[config.mk]
export PLATFORM = sky130hd
export DESIGN_NAME = md_sequencer
export DESIGN_NICKNAME = d
export VERILOG_FILES = /design/src/rtl/md_sequencer.sv
export SDC_FILE = /design/constraint.sdc
export NUM_CORES = 1
export LEC_CHECK = 0
export CELL_PAD_IN_SITES_DETAIL_PLACEMENT = 0
export CELL_PAD_IN_SITES_GLOBAL_PLACEMENT = 1
export CORE_MARGIN = 4
export CORE_UTILIZATION = 27
export DETAILED_ROUTE_END_ITERATION = 16
export PLACE_DENSITY_LB_ADDON = 0.15
export SLEW_MARGIN = 0
export SYNTH_ARGS = -nofsm -noshare
export SYNTH_HDL_FRONTEND = slang
export SYNTH_SLANG_ARGS = --single-unit
[constraint.sdc]
create_clock -name clock -period 5.8 [get_ports clock]
set_input_delay 0.87 -clock clock [delete_from_list [all_inputs] [get_ports clock]]
set_output_delay 0.87 -clock clock [all_outputs]
set_load 0.02 [all_outputs]
[src/rtl/md_sequencer.sv]
// Iterative 32-cycle multiply/divide unit beside the X-stage ALU.
// Stalls the front end while running, then pulses one registered result.
module md_sequencer #(
  parameter int WIDTH = 32,
  parameter int ITER  = 32
) (
  input  logic             clock,
  input  logic             reset,
  input  logic             issue,
  input  logic             op_div,
  input  logic [WIDTH-1:0] operand_a,
  input  logic [WIDTH-1:0] operand_b,
  input  logic [4:0]       dest_in,
  output logic             stall,
  output logic             busy,
  output logic             result_valid,
  output logic [WIDTH-1:0] result,
  output logic [4:0]       result_dest,
  output logic             exception,
  output logic [31:0]      exc_code
);

  localparam int          CNT_W    = 6;
  localparam logic [4:0]  RSTATUS  = 5'd30;
  localparam logic [31:0] EXC_OVF  = 32'd4;
  localparam logic [31:0] EXC_DIV0 = 32'd5;

  typedef enum logic [1:0] {IDLE, RUN, DONE} state_t;

  typedef struct packed {
    logic       op_div;
    logic       sign_a;
    logic       sign_b;
    logic [4:0] dest;
  } md_req_t;

  state_t               state;
  logic [CNT_W-1:0]     cnt;
  md_req_t              req;
  logic [WIDTH:0]       mag_a, mag_b;
  logic [2*WIDTH-1:0]   prod;
  logic [WIDTH-1:0]     rem, quo;

  logic                 rv_q, exc_q;
  logic [WIDTH-1:0]     res_q;
  logic [4:0]           dest_q;
  logic [31:0]          code_q;

  // Magnitudes in WIDTH+1 bits so |-2^(WIDTH-1)| is representable.
  logic [WIDTH:0] ext_a, ext_b, abs_a, abs_b;
  assign ext_a = {operand_a[WIDTH-1], operand_a};
  assign ext_b = {operand_b[WIDTH-1], operand_b};
  assign abs_a = ext_a[WIDTH] ? -ext_a : ext_a;
  assign abs_b = ext_b[WIDTH] ? -ext_b : ext_b;

  logic [WIDTH:0]       sum, rem_sh, trial;
  logic [2*WIDTH-1:0]   prod_nxt, sprod;
  logic [WIDTH-1:0]     rem_nxt, quo_nxt, squo;
  logic [WIDTH:0]       prod_hi;
  logic                 neg, ovf;
  logic [WIDTH-1:0]     fin_res;
  logic                 fin_exc;
  logic [4:0]           fin_dest;
  logic [31:0]          fin_code;

  always_comb begin
    neg = req.sign_a ^ req.sign_b;

    // Shift-add, LSB of multiplier first; multiplier lives in prod's low half.
    sum      = {1'b0, prod[2*WIDTH-1:WIDTH]} + (prod[0] ? mag_a : '0);
    prod_nxt = {sum, prod[WIDTH-1:1]};

    // Restoring divide: dividend shifts out of quo MSB-first into the remainder.
    rem_sh  = {rem, quo[WIDTH-1]};
    trial   = rem_sh - mag_b;
    rem_nxt = trial[WIDTH] ? rem_sh[WIDTH-1:0] : trial[WIDTH-1:0];
    quo_nxt = {quo[WIDTH-2:0], ~trial[WIDTH]};

    sprod   = neg ? -prod_nxt : prod_nxt;
    prod_hi = sprod[2*WIDTH-1:WIDTH-1];
    ovf     = !((&prod_hi) | ~(|prod_hi));
    squo    = neg ? -quo_nxt : quo_nxt;

    fin_res  = req.op_div ? squo : sprod[WIDTH-1:0];
    fin_exc  = !req.op_div && ovf;
    fin_dest = fin_exc ? RSTATUS : req.dest;
    fin_code = fin_exc ? EXC_OVF : '0;
  end

  always_ff @(posedge clock) begin
    if (reset) begin
      state  <= IDLE;
      cnt    <= '0;
      req    <= '0;
      mag_a  <= '0;
      mag_b  <= '0;
      prod   <= '0;
      rem    <= '0;
      quo    <= '0;
      rv_q   <= 1'b0;
      res_q  <= '0;
      dest_q <= '0;
      exc_q  <= 1'b0;
      code_q <= '0;
    end else begin
      rv_q   <= 1'b0;
      res_q  <= '0;
      dest_q <= '0;
      exc_q  <= 1'b0;
      code_q <= '0;
      case (state)
        IDLE: if (issue) begin
          req.op_div <= op_div;
          req.sign_a <= operand_a[WIDTH-1];
          req.sign_b <= operand_b[WIDTH-1];
          req.dest   <= dest_in;
          mag_a      <= abs_a;
          mag_b      <= abs_b;
          prod       <= {{WIDTH{1'b0}}, abs_b[WIDTH-1:0]};
          rem        <= '0;
          quo        <= abs_a[WIDTH-1:0];
          cnt        <= '0;
          if (op_div && operand_b == '0) begin
            state  <= DONE;
            rv_q   <= 1'b1;
            exc_q  <= 1'b1;
            code_q <= EXC_DIV0;
            dest_q <= RSTATUS;
          end else begin
            state <= RUN;
          end
        end
        RUN: begin
          cnt <= cnt + 1'b1;
          if (req.op_div) begin
            rem <= rem_nxt;
            quo <= quo_nxt;
          end else begin
            prod <= prod_nxt;
          end
          if (cnt == CNT_W'(ITER - 1)) begin
            state  <= DONE;
            rv_q   <= 1'b1;
            res_q  <= fin_res;
            exc_q  <= fin_exc;
            dest_q <= fin_dest;
            code_q <= fin_code;
          end
        end
        // X still shows the finished instruction here, so issue is ignored.
        DONE:    state <= IDLE;
        default: state <= IDLE;
      endcase
    end
  end

  // Every output reads as zero in any cycle with reset high.
  assign stall        = !reset && ((state == IDLE && issue) || state == RUN);
  assign busy         = !reset && (state != IDLE);
  assign result_valid = !reset && rv_q;
  assign result       = reset ? '0 : res_q;
  assign result_dest  = reset ? '0 : dest_q;
  assign exception    = !reset && exc_q;
  assign exc_code     = reset ? '0 : code_q;

endmodule
# Word level (Yosys, flattened, before mapping)
# Index checks and enable logic that the tools add are counted.
[op_classes] addsub=7 n_mul=0 n_div=0 order_cmp=0 n_eq_ne=6 n_shift=0 n_mux=41 n_bitwise=6 reduce_logical=23
[op_table] cell="32-bit two-way mux" count=9
[op_table] cell="64-bit two-way mux" count=3
[op_table] cell="32-bit one-hot mux with 2 select lines" count=2
[op_table] cell="64-bit one-hot mux with 2 select lines" count=1
[op_table] cell="33-bit two-way mux" count=3
[op_table] cell="33-bit negator" count=2
[op_table] cell="64-bit negator" count=1
[op_table] cell="32-bit by 33-bit adder with 33-bit output" count=1
[op_table] cell="33-bit AND reduction" count=1
[op_table] cell="33-bit OR reduction" count=1
[op_table] cell="33-bit subtractor" count=1
[op_table] cell="32-bit logical NOT" count=1
[op_table] cell="32-bit negator" count=1
[op_table] cell="5-bit two-way mux" count=5
[op_table] cell="3-bit two-way mux" count=4
[op_table] cell="6-bit one-hot mux with 2 select lines" count=1
[op_table] cell="5-bit one-hot mux with 2 select lines" count=1
[op_table] cell="2-bit inequality test (second input constant)" count=4
[op_table] cell="1-bit logical AND" count=7
[op_table] cell="6-bit by 1-bit adder with 6-bit output (second input constant)" count=1
[op_table] cell="6-bit by 5-bit == test with 1-bit output (second input constant)" count=1
[op_table] cell="2-bit two-way mux" count=3
[op_table] cell="6-bit two-way mux" count=1
[op_table] cell="3-bit one-hot mux with 2 select lines" count=1
[op_table] cell="other kinds (14)" count=27
[totals] regBits=281 latchBits=0 ramBits=0 romBits=0 input_bits=73 out_inout_bits=73 word_cells=99 n_memories=0

# Longest topological paths before layout
# Gate-level depths: netlist of the first run.
[depth] ltp_word=12 ltp_mapped=27 mapped_depth_nobuf=25

# Worst setup path before layout of the first run
# No wires, ideal clock.
[synth_timing] kind="flip-flop to flip-flop" from="register mag_b[2]" to="register res_q[30]" setup_time_ns=0.128 arrival_time_ns=5.081 required_time_ns=5.672 slack_ns=0.591 stages_incl_launch_ff=27 synth_period_minus_slack_ns=5.209 cell_sequence="dfxtp_1 > inv_1 > ha_1 > nor2b_1 > o21a_1 > o21ai_1 > nor3b_1 > o21ai_1 > a31o_2 > a211o_1 > a221o_1 > nand2_1 > a21oi_1 > xnor2_1 > clkbuf_1 > buf_1 > ha_1 > nor3b_1 > nand2_1 > nor2_1 > a21oi_1 > a21oi_1 > o21ai_0 > a21oi_1 > xnor2_1 > a21oi_1 > nor2_1"
[synth_between] elab_chain_cells=5
[synth_rtl] element="start: declaration" line_no="40" rtl="logic [WIDTH:0] mag_a, mag_b;"
[synth_rtl] element="start signal: assignment" line_no="118" rtl="mag_b <= abs_b;"
[synth_rtl] element="33-bit subtractor" line_no="75" rtl="trial = rem_sh - mag_b;"
[synth_rtl] element="1-bit inverter" line_no="77" rtl="quo_nxt = {quo[WIDTH-2:0], ~trial[WIDTH]};"
[synth_rtl] element="32-bit negator" line_no="82" rtl="squo = neg ? -quo_nxt : quo_nxt;"
[synth_rtl] element="32-bit two-way mux" line_no="82"
[synth_rtl] element="32-bit two-way mux" line_no="84" rtl="fin_res = req.op_div ? squo : sprod[WIDTH-1:0];"
[synth_rtl] element="end signal: assignment" line_no="144" rtl="res_q <= fin_res;"
[synth_rtl] element="end: declaration" line_no="45" rtl="logic [WIDTH-1:0] res_q;"
# Every way passes these cells.
# A chain may end at the register's enable or synchronous reset.

# Worst setup path in the final report of the first run
[layout_timing] from="register prod[0]" to="register dest_q[4]"
[layout_between] elab_chain_cells=12 elab_cells_between_ends=13 classes_between="2 x add/sub; 5 x mux; 2 x bitwise; 4 x reduce/logical"
[layout_rtl] element="start: declaration" line_no="41" rtl="logic [2*WIDTH-1:0] prod;"
[layout_rtl] element="start signal: assignment" line_no="119" rtl="prod <= {{WIDTH{1'b0}}, abs_b[WIDTH-1:0]};"
[layout_rtl] element="start signal: assignment" line_no="139" rtl="prod <= prod_nxt;"
[layout_rtl] element="33-bit two-way mux *" line_no="70" rtl="sum = {1'b0, prod[2*WIDTH-1:WIDTH]} + (prod[0] ? mag_a : '0);"
[layout_rtl] element="32-bit by 33-bit adder with 33-bit output *" line_no="70"
[layout_rtl] element="64-bit negator" line_no="79" rtl="sprod = neg ? -prod_nxt : prod_nxt;"
[layout_rtl] element="64-bit two-way mux *" line_no="79"
[layout_rtl] element="33-bit OR reduction" line_no="81" rtl="ovf = !((&prod_hi) | ~(|prod_hi));"
[layout_rtl] element="1-bit inverter" line_no="81"
[layout_rtl] element="1-bit bitwise OR *" line_no="81"
[layout_rtl] element="1-bit logical NOT *" line_no="81"
[layout_rtl] element="1-bit logical AND *" line_no="85" rtl="fin_exc = !req.op_div && ovf;"
[layout_rtl] element="5-bit two-way mux *" line_no="86" rtl="fin_dest = fin_exc ? RSTATUS : req.dest;"
[layout_rtl] element="5-bit two-way mux *" line_no="141" rtl="if (cnt == CNT_W'(ITER - 1)) begin"
[layout_rtl] element="5-bit one-hot mux with 2 select lines *" line_no="111" rtl="case (state)"
[layout_rtl] element="end signal: assignment" line_no="146" rtl="dest_q <= fin_dest;"
[layout_rtl] element="end: declaration" line_no="46" rtl="logic [4:0] dest_q;"
# Mark *: on every way between the ends. The rest lies on a longest branch, timed or not.

==> results of run 1 <==
==> flip-flops by register name, summed over array words and instances (netlist names) <==
register / flops
cnt: 6
code_q: 2
dest_q: 5
mag_a: 33
mag_b: 33
prod: 64
quo: 32
rem: 32
req: 8
res_q: 32
rv_q: 1
state: 2
==> cell type report <==
class | instances | area (µm²) | share of cell area
Inverter | 73 | 274 | 0.0133
Sequential cell | 250 | 5010 | 0.242
Multi-Input combinational cell | 1863 | 11700 | 0.568
Timing Repair Buffer | 149 | 1410 | 0.0681
Clock buffer | 49 | 1020 | 0.0493
Tap cell | 855 | 1070 | 0.0517
Clock inverter | 13 | 164 | 0.00793
==> layout by cell type, fill, tap and decap left out, drive strengths merged, types with 11 or more instances in the layout <==
master | netlist | final
a211oi | 150 | 150
o21ai | 111 | 111
nor2b | 55 | 55
o22ai | 12 | 12
a22oi | 32 | 32
o31ai | 40 | 40
inv | 73 | 74
dfxtp | 250 | 250
and3 | 11 | 11
o41ai | 15 | 15
and2 | 43 | 43
o211ai | 15 | 15
xnor2 | 80 | 80
buf | 50 | 35
a21oi | 201 | 201
nor2 | 363 | 363
clkbuf | 125 | 49
clkdlybuf4s50 | 0 | 114
o21a | 14 | 14
conb | 1 | 30
xor2 | 104 | 104
nor3 | 44 | 44
nand3 | 29 | 29
nand2 | 145 | 145
nand4 | 22 | 22
nor4 | 23 | 23
or3 | 28 | 28
a21o | 46 | 46
ha | 69 | 69
nand2b | 18 | 18
a31oi | 20 | 20
==> logic make-up after synthesis <==
group / synth area share
DFF: 0.284
muxes: 0.00959
and+or+nand+nor: 0.226
AOI/OAI and AO/OA: 0.277
other: 0.000213
adders and majority gates: 0.0513
buffers and inverters: 0.0602
xor gates and xnor gates: 0.0915
==> worst max path at each step <==
stage	from	to	cells after the start
6_report	prod[0]	dest_q[4]	16
5_1_grt	quo[31]	res_q[30]	25
4_1_cts	prod[0]	dest_q[3]	16
3_5_place_dp	prod[0]	dest_q[2]	16
3_3_place_gp	prod[0]	dest_q[1]	16
2_1_floorplan	mag_b[2]	res_q[30]	26
==> power breakdown <==
group	internal (W)	total, W	switching [W]	leakage, nW
clock network	0.00136	0.00223	0.000861	0.579
logic	0.000433	0.00117	0.000741	5.33
registers	0.00181	0.00192	0.000110	2.04
==> stage by stage <==
step,power (W),std cells,cell area (µm²),hold WS [ns]
after floorplan,0.00275,2361,17700,0.426
after global placement,0.00313,3190,19500,0.437
after detailed placement,0.00313,3190,19500,0.435
after CTS,0.00541,3252,20700,0.451
after global routing,0.00561,3252,20700,0.475
final,0.00532,3252,20700,0.453
==> layer usage <==
| layer | wire length, µm | part of all wire | vias to the layer above |
|---|---|---|---|
| met5 | 0 | 0 | - |
| met4 | 1750 | 0.027 | 0 |
| met3 | 2480 | 0.039 | 76 |
| met2 | 28500 | 0.44 | 354 |
| met1 | 31400 | 0.49 | 7943 |
| li1 | - | - | 8428 |
==> worst max-delay path, stage by stage (launching register included) <==
cell	delay, ns
dfxtp_1	0.32
buf_4	0.30
nand2_1	0.16
fa_1	0.47
nand2b_1	0.23
a21oi_1	0.45
a211o_1	0.28
a32oi_1	0.30
or3_1	0.47
or4b_2	0.68
a2111oi_0	0.78
nand4_1	0.19
a32oi_1	0.23
or3_1	0.13
o22ai_2	0.07
o21ai_2	0.22
a21o_1	0.11
==> metrics.log, run 1 <==
INFO  metric cts.root.buffer_cell = clkbuf_16
INFO  metric final_weighted_congestion_of_routability_driven_global_placement = 0.886
INFO  metric outcome = finished clean
INFO  metric drv_cap = 0
INFO  metric critical_path.reg2reg.endpoint = dest_q[4]
INFO  metric grt_max_degree = 84
INFO  metric period_needed = 5.48 ns
INFO  metric track_usage = 0.178
INFO  metric cts.repair_timing.setup_buffer_count = 0
INFO  metric cts_inserted_buffers = 36
INFO  metric design.die.area = 69400 µm²
INFO  metric clk_transition_reported_paths = 0.06 ns
INFO  metric postRouteWirelength = 64.1 mm
INFO  metric overflow = 0
INFO  metric placement.io_buffers = 115
INFO  metric synth_area_per_cell = 7.56 µm²
INFO  metric clock_insertion_delay_worst_skew = 0.55 ns
INFO  metric yosys.cell_types.count = 93
INFO  metric start_util = 0.273
INFO  metric timing.final.max_slew_violations = 0
INFO  metric global_route.usage.met3 = 0.0255
INFO  metric post_synth_most_frequent_cells = nor2_1 (363), dfxtp_1 (250), a21oi_1 (200)
INFO  metric endpoint_kind = flop
INFO  metric critical_path.reg2reg.startpoint = prod[0]
INFO  metric busiest_layer = met2
INFO  metric setup.worst_path.start_class = flop
INFO  metric final_nets = 2517
INFO  metric min_to = dest_q[4]
INFO  metric vdd_ir_drop_max = 131 µV
INFO  metric post-route-worst-setup-slack = 0.322 ns
INFO  metric synth_enable_flop_cells = 0
INFO  metric route.detailed.drc = 0
INFO  metric min_delay_path_depth = 1
INFO  metric met2_usage = 0.283
INFO  metric cts_hold_buf = 0
INFO  metric cp.arrival = 5.95 ns
INFO  metric post_drt_via_cell_ratio = 5.17
INFO  metric chipWidth = 263 µm
INFO  metric synth_top_cell_area_share = 0.284
INFO  metric maxSlewHeadroom = 0.289
INFO  metric core_area = 64600 µm²
INFO  metric seq_area_frac_synth = 0.284
INFO  metric drtIter0Drc = 1095
INFO  metric yosys_register_bits = 250
INFO  metric register_to_register_setup_slack = 0.32 ns
INFO  metric synth_largest_area_cell = dfxtp_1
INFO  metric biggest_fanout_along_the_worst_timing_path = 33
INFO  metric synth_top_cells_by_area = dfxtp_1 (28%), nor2_1 (7.7%), a211oi_1 (6.3%)
INFO  metric global_route.usage.met1 = 0.252
INFO  metric design.portCount = 146
INFO  metric hold_path.startpoint = req[4]
INFO  metric post_route_ant_nets = 0
INFO  metric clock_sinks = 250
INFO  metric clock_tree.buffer_depth = 3
INFO  metric detail_route.wl_per_cell = 19.7 µm
INFO  metric drive_gt1_frac = 0.0601
INFO  metric fin_crit_sh = 0.945
INFO  metric fin_tns_setup = 0 ns
INFO  metric dr.pass1.iters = 7
INFO  metric layout.filler_cells = 6887
INFO  metric first_global_vias = 16300
INFO  metric antenna-diode-count = 0
INFO  metric vias = 16800
INFO  metric antenna_violations_before_repair = 1
INFO  metric leakage = 7.95 nW
INFO  metric worst-setup-path-type = flop to flop
INFO  metric worst_hold_path_type = flop to flop
INFO  metric cts_tree = built
INFO  metric num_rows = 93
INFO  metric height_of_the_die = 263 µm
INFO  metric hold_viol = 0
INFO  metric synth_async_sr_flop_share = 0
INFO  metric dp.final_hpwl = 47.8 mm
INFO  metric finish.utilization = 0.320
INFO  metric flow.area_growth_from_synthesis = 17.4%
INFO  metric grt_pass1_wl = 98.9 mm
INFO  metric fmax = 183 MHz
INFO  metric setup-violations-final = 0
INFO  metric crit_required = 6.28 ns
INFO  metric syn_inst = 2332
INFO  metric yosysWarningCount = 0
INFO  metric synth_flop_cell = dfxtp_1
INFO  metric timing_worst_slew_pin_value = 1.06 ns
INFO  metric ctsResizeCount = 0
INFO  metric worst_clock_skew = 0.0194 ns
INFO  metric place_worst_setup_slack = 0.470 ns
INFO  metric synth.most_common_cell = nor2_1
INFO  metric grt_setup_unrepaired = false
INFO  metric post_synthesis_cell_area = 17600 µm²
INFO  metric worst_r2r_path_depth = 16
INFO  metric power_density_over_the_cells = 257 nW/µm²
INFO  metric cts.htree.levels = 2
Note: power is estimated with default switching activity, not from simulation.
==> run 2, diff against run 1 <==
- CORE_ASPECT_RATIO: unset -> 0.75
- CORE_MARGIN: 4 -> unset
- SETUP_SLACK_MARGIN: unset -> 0.4
==> metrics.log, run 2 (synthesis results as in run 1) <==
INFO  metric crit_family = compound AO/OA/AOI/OAI gates
INFO  metric endpoint_kind = flop
INFO  metric outcome = finished clean
INFO  metric wl_met1 = 36.8 mm (+17%)
INFO  metric dp.final_hpwl = 50.1 mm (+4.8%)
INFO  metric place.detailed.instances = 3197 (+0.22%)
INFO  metric setup.worst_path.start_class = flop
INFO  metric dr.pass1.iters = 7 (unchanged)
INFO  metric cp.arrival = 5.60 ns (-0.35 ns)
INFO  metric route.met2.wl = 26.0 mm (-8.6%)
INFO  metric start_util = 0.275 (+0.00221)
INFO  metric highest-signal-layer = met4
INFO  metric crit_path_cell_trace = buf_4 > and2_1 > ha_1 > nand4_1 > a2111oi_1 > a211oi_1 > nand2_1 > o221ai_1 > xnor2_1 > or2_2 > o41ai_1 > xor2_1 > or3_1 > o22ai_2 > o21ai_2 > a21o_1
INFO  metric largest_regs = prod (64), mag_a (33), mag_b (33)
INFO  metric worst-setup-path-type = flop to flop
INFO  metric final_weighted_congestion_of_routability_driven_global_placement = 0.899 (+1.5%)
INFO  metric first_global_vias = 16000 (-2.2%)
INFO  metric core_area = 64100 µm² (-0.80%)
INFO  metric leakage = 8.03 nW (+1.1%)
INFO  metric post_drt_via_cell_ratio = 5.22 (+1.1%)
INFO  metric maxSlewHeadroom = 0.170 (-0.120)
INFO  metric flow.area_growth_from_synthesis = 18.4%
INFO  metric period_needed = 5.15 ns (-0.327 ns)
INFO  metric fin_tns_setup = 0 ns (unchanged)
INFO  metric drv_cap = 0 (unchanged)
INFO  metric clock_tree.buffer_depth = 3 (unchanged)
INFO  metric biggest_fanout_along_the_worst_timing_path = 22 (-33%)
INFO  metric antenna_violations_before_repair = 2 (+1)
INFO  metric max_flop_register = prod
INFO  metric post-route-worst-setup-slack = 0.648 ns (+0.327 ns)
INFO  metric hold_viol = 0 (unchanged)
INFO  metric post_route_ant_nets = 0 (unchanged)
INFO  metric clock_sinks = 250 (unchanged)
INFO  metric cts.htree.levels = 2 (unchanged)
INFO  metric layoutNonFillerInstCount = 3267 (+0.46%)
INFO  metric final.hold.worst_slack = 0.452 ns (-0.00129 ns)
INFO  metric cts.root.buffer_cell = clkbuf_16
INFO  metric track_usage = 0.199 (+0.0206)
INFO  metric num_rows = 80 (-14%)
INFO  metric timing.final.max_slew_violations = 0 (unchanged)
INFO  metric detail_route.wl_per_cell = 20.6 µm (+4.2%)
INFO  metric design.die.area = 66300 µm² (-4.5%)
INFO  metric cts_inserted_buffers = 34 (-5.6%)
INFO  metric power_density_over_the_cells = 257 nW/µm² (about the same)
INFO  metric postRouteWirelength = 67.1 mm (+4.7%)
INFO  metric clock_insertion_delay_worst_skew = 0.56 ns (about the same)
INFO  metric fmax = 194 MHz (+6.3%)
INFO  metric chipWidth = 297 µm (+13%)
INFO  metric design.portCount = 146 (unchanged)
INFO  metric final_nets = 2524 (+0.28%)
INFO  metric mostFrequentLayoutCell = nor2_1
INFO  metric cp_num_buf_inv = 1 (unchanged)
INFO  metric place_worst_setup_slack = 0.437 ns (-0.0329 ns)
INFO  metric wl_met3 = 3.16 mm (+27%)
INFO  metric crit_required = 6.24 ns (-0.04 ns)
INFO  metric cts_tree = built
INFO  metric vias = 17100 (+1.6%)
INFO  metric placement.io_buffers = 115 (unchanged)
INFO  metric timing_worst_slew_pin_value = 1.24 ns (+0.179 ns)
INFO  metric worst_hold_path_type = flop to flop
INFO  metric worst_clock_skew = 0.0205 ns (+0.00112 ns)
INFO  metric setup-violations-final = 0 (unchanged)
INFO  metric drive_gt1_frac = 0.0711 (+0.0110)
INFO  metric height_of_the_die = 223 µm (-15%)
INFO  metric grt_pass1_wl = 102 mm (+3.5%)
INFO  metric grt_setup_unrepaired = false
INFO  metric fin_crit_sh = 0.888 (-0.0563)
INFO  metric route.detailed.drc = 0 (unchanged)
INFO  metric critical_path.max_stage_delay = 0.65 ns (-0.13 ns)
INFO  metric vdd_ir_drop_max = 172 µV (+31%)
INFO  metric max_ffs_per_register = 64 (unchanged)
INFO  metric drtIter0Drc = 1361 (+24%)
INFO  metric crit_path_top_delay_cell = a2111oi_1
INFO  metric overflow = 0 (unchanged)
INFO  metric layout.cells.most_common_list = nor2_1 (357), dfxtp_1 (249), a21oi_1 (197)
INFO  metric clk_transition_reported_paths = 0.06 ns (about the same)
INFO  metric grt_max_degree = 81 (-3.6%)
INFO  metric layout.filler_cells = 6876 (-0.16%)
run 2: cell count changes in the layout (fill, tap and decap cells not counted), sizes merged:
cell	previous run	this run
diode	0	1
clkbuf	49	46
buf	35	44
clkinv	7	8
clkinvlp	2	1
inv	74	76
run 2: what timing repair did:
action | in CTS | in global routing
endpoints found under the hold margin | 0 | 0
cloned | 0 | 0
hold buffers | 0 | 0
gates resized for setup | 1 | 23
endpoints found under the setup margin | 1 | 15
pin swaps | 0 | 3
setup buffers | 0 | 8
run 2: power breakdown:
part	internal, W	switching, W	total [W]
Sequential	0.00181	0.000115	0.00192
Clock	0.00133	0.000896	0.00222
Combinational	0.000442	0.000774	0.00122
run 2: metrics by stage:
| step | utilization | cell area, µm² | total power, W |
|---|---|---|---|
| CTS | 0.323 | 20700 | 0.00541 |
| finish | 0.326 | 20900 | 0.00536 |
| global placement | 0.305 | 19500 | 0.00316 |
| floorplan | - | 17700 | 0.00275 |
| global route | 0.326 | 20900 | 0.00564 |
| detailed placement | 0.305 | 19500 | 0.00316 |
run 2: path summary, 6_finish.rpt:
check / startpoint / endpoint / slack (ns) / cells past startpoint
worst max-delay path: prod[0] / dest_q[2] / 0.65 / 16
worst min-delay path: mag_a[0] / mag_a[0] / 0.45 / 2
worst max register to register: prod[0] / dest_q[2] / 0.65 / 16
worst min register to register: mag_a[0] / mag_a[0] / 0.45 / 2
run 2: layout make-up:
cell class,count,area [µm²],share of cell area
Multi-Input combinational cell,1863,11900,0.568
Clock inverter,15,183,0.00875
Sequential cell,250,5010,0.240
Tap cell,861,1080,0.0516
Antenna cell,1,2.50,0.000120
Inverter,73,274,0.0131
Timing Repair Buffer,158,1490,0.0713
Clock buffer,46,977,0.0468
run 2: per-layer routing:
layer | vias to the layer above | global-route usage
li1 | 8469 | -
met1 | 8109 | 0.319
met2 | 425 | 0.273
met3 | 62 | 0.0244
met4 | 0 | 0.0446
met5 | - | 0
run 2: worst reg2reg max path, cell delays in order (launching register included):
cell and delay [ns]:
dfxtp_1 0.31, buf_4 0.21, and2_1 0.21, ha_1 0.43, nand4_1 0.47, a2111oi_1 0.66, a211oi_1 0.30, nand2_1 0.12
o221ai_1 0.15, xnor2_1 0.32, or2_2 0.39, o41ai_1 0.45, xor2_1 0.14, or3_1 0.40, o22ai_2 0.18, o21ai_2 0.13
a21o_1 0.19
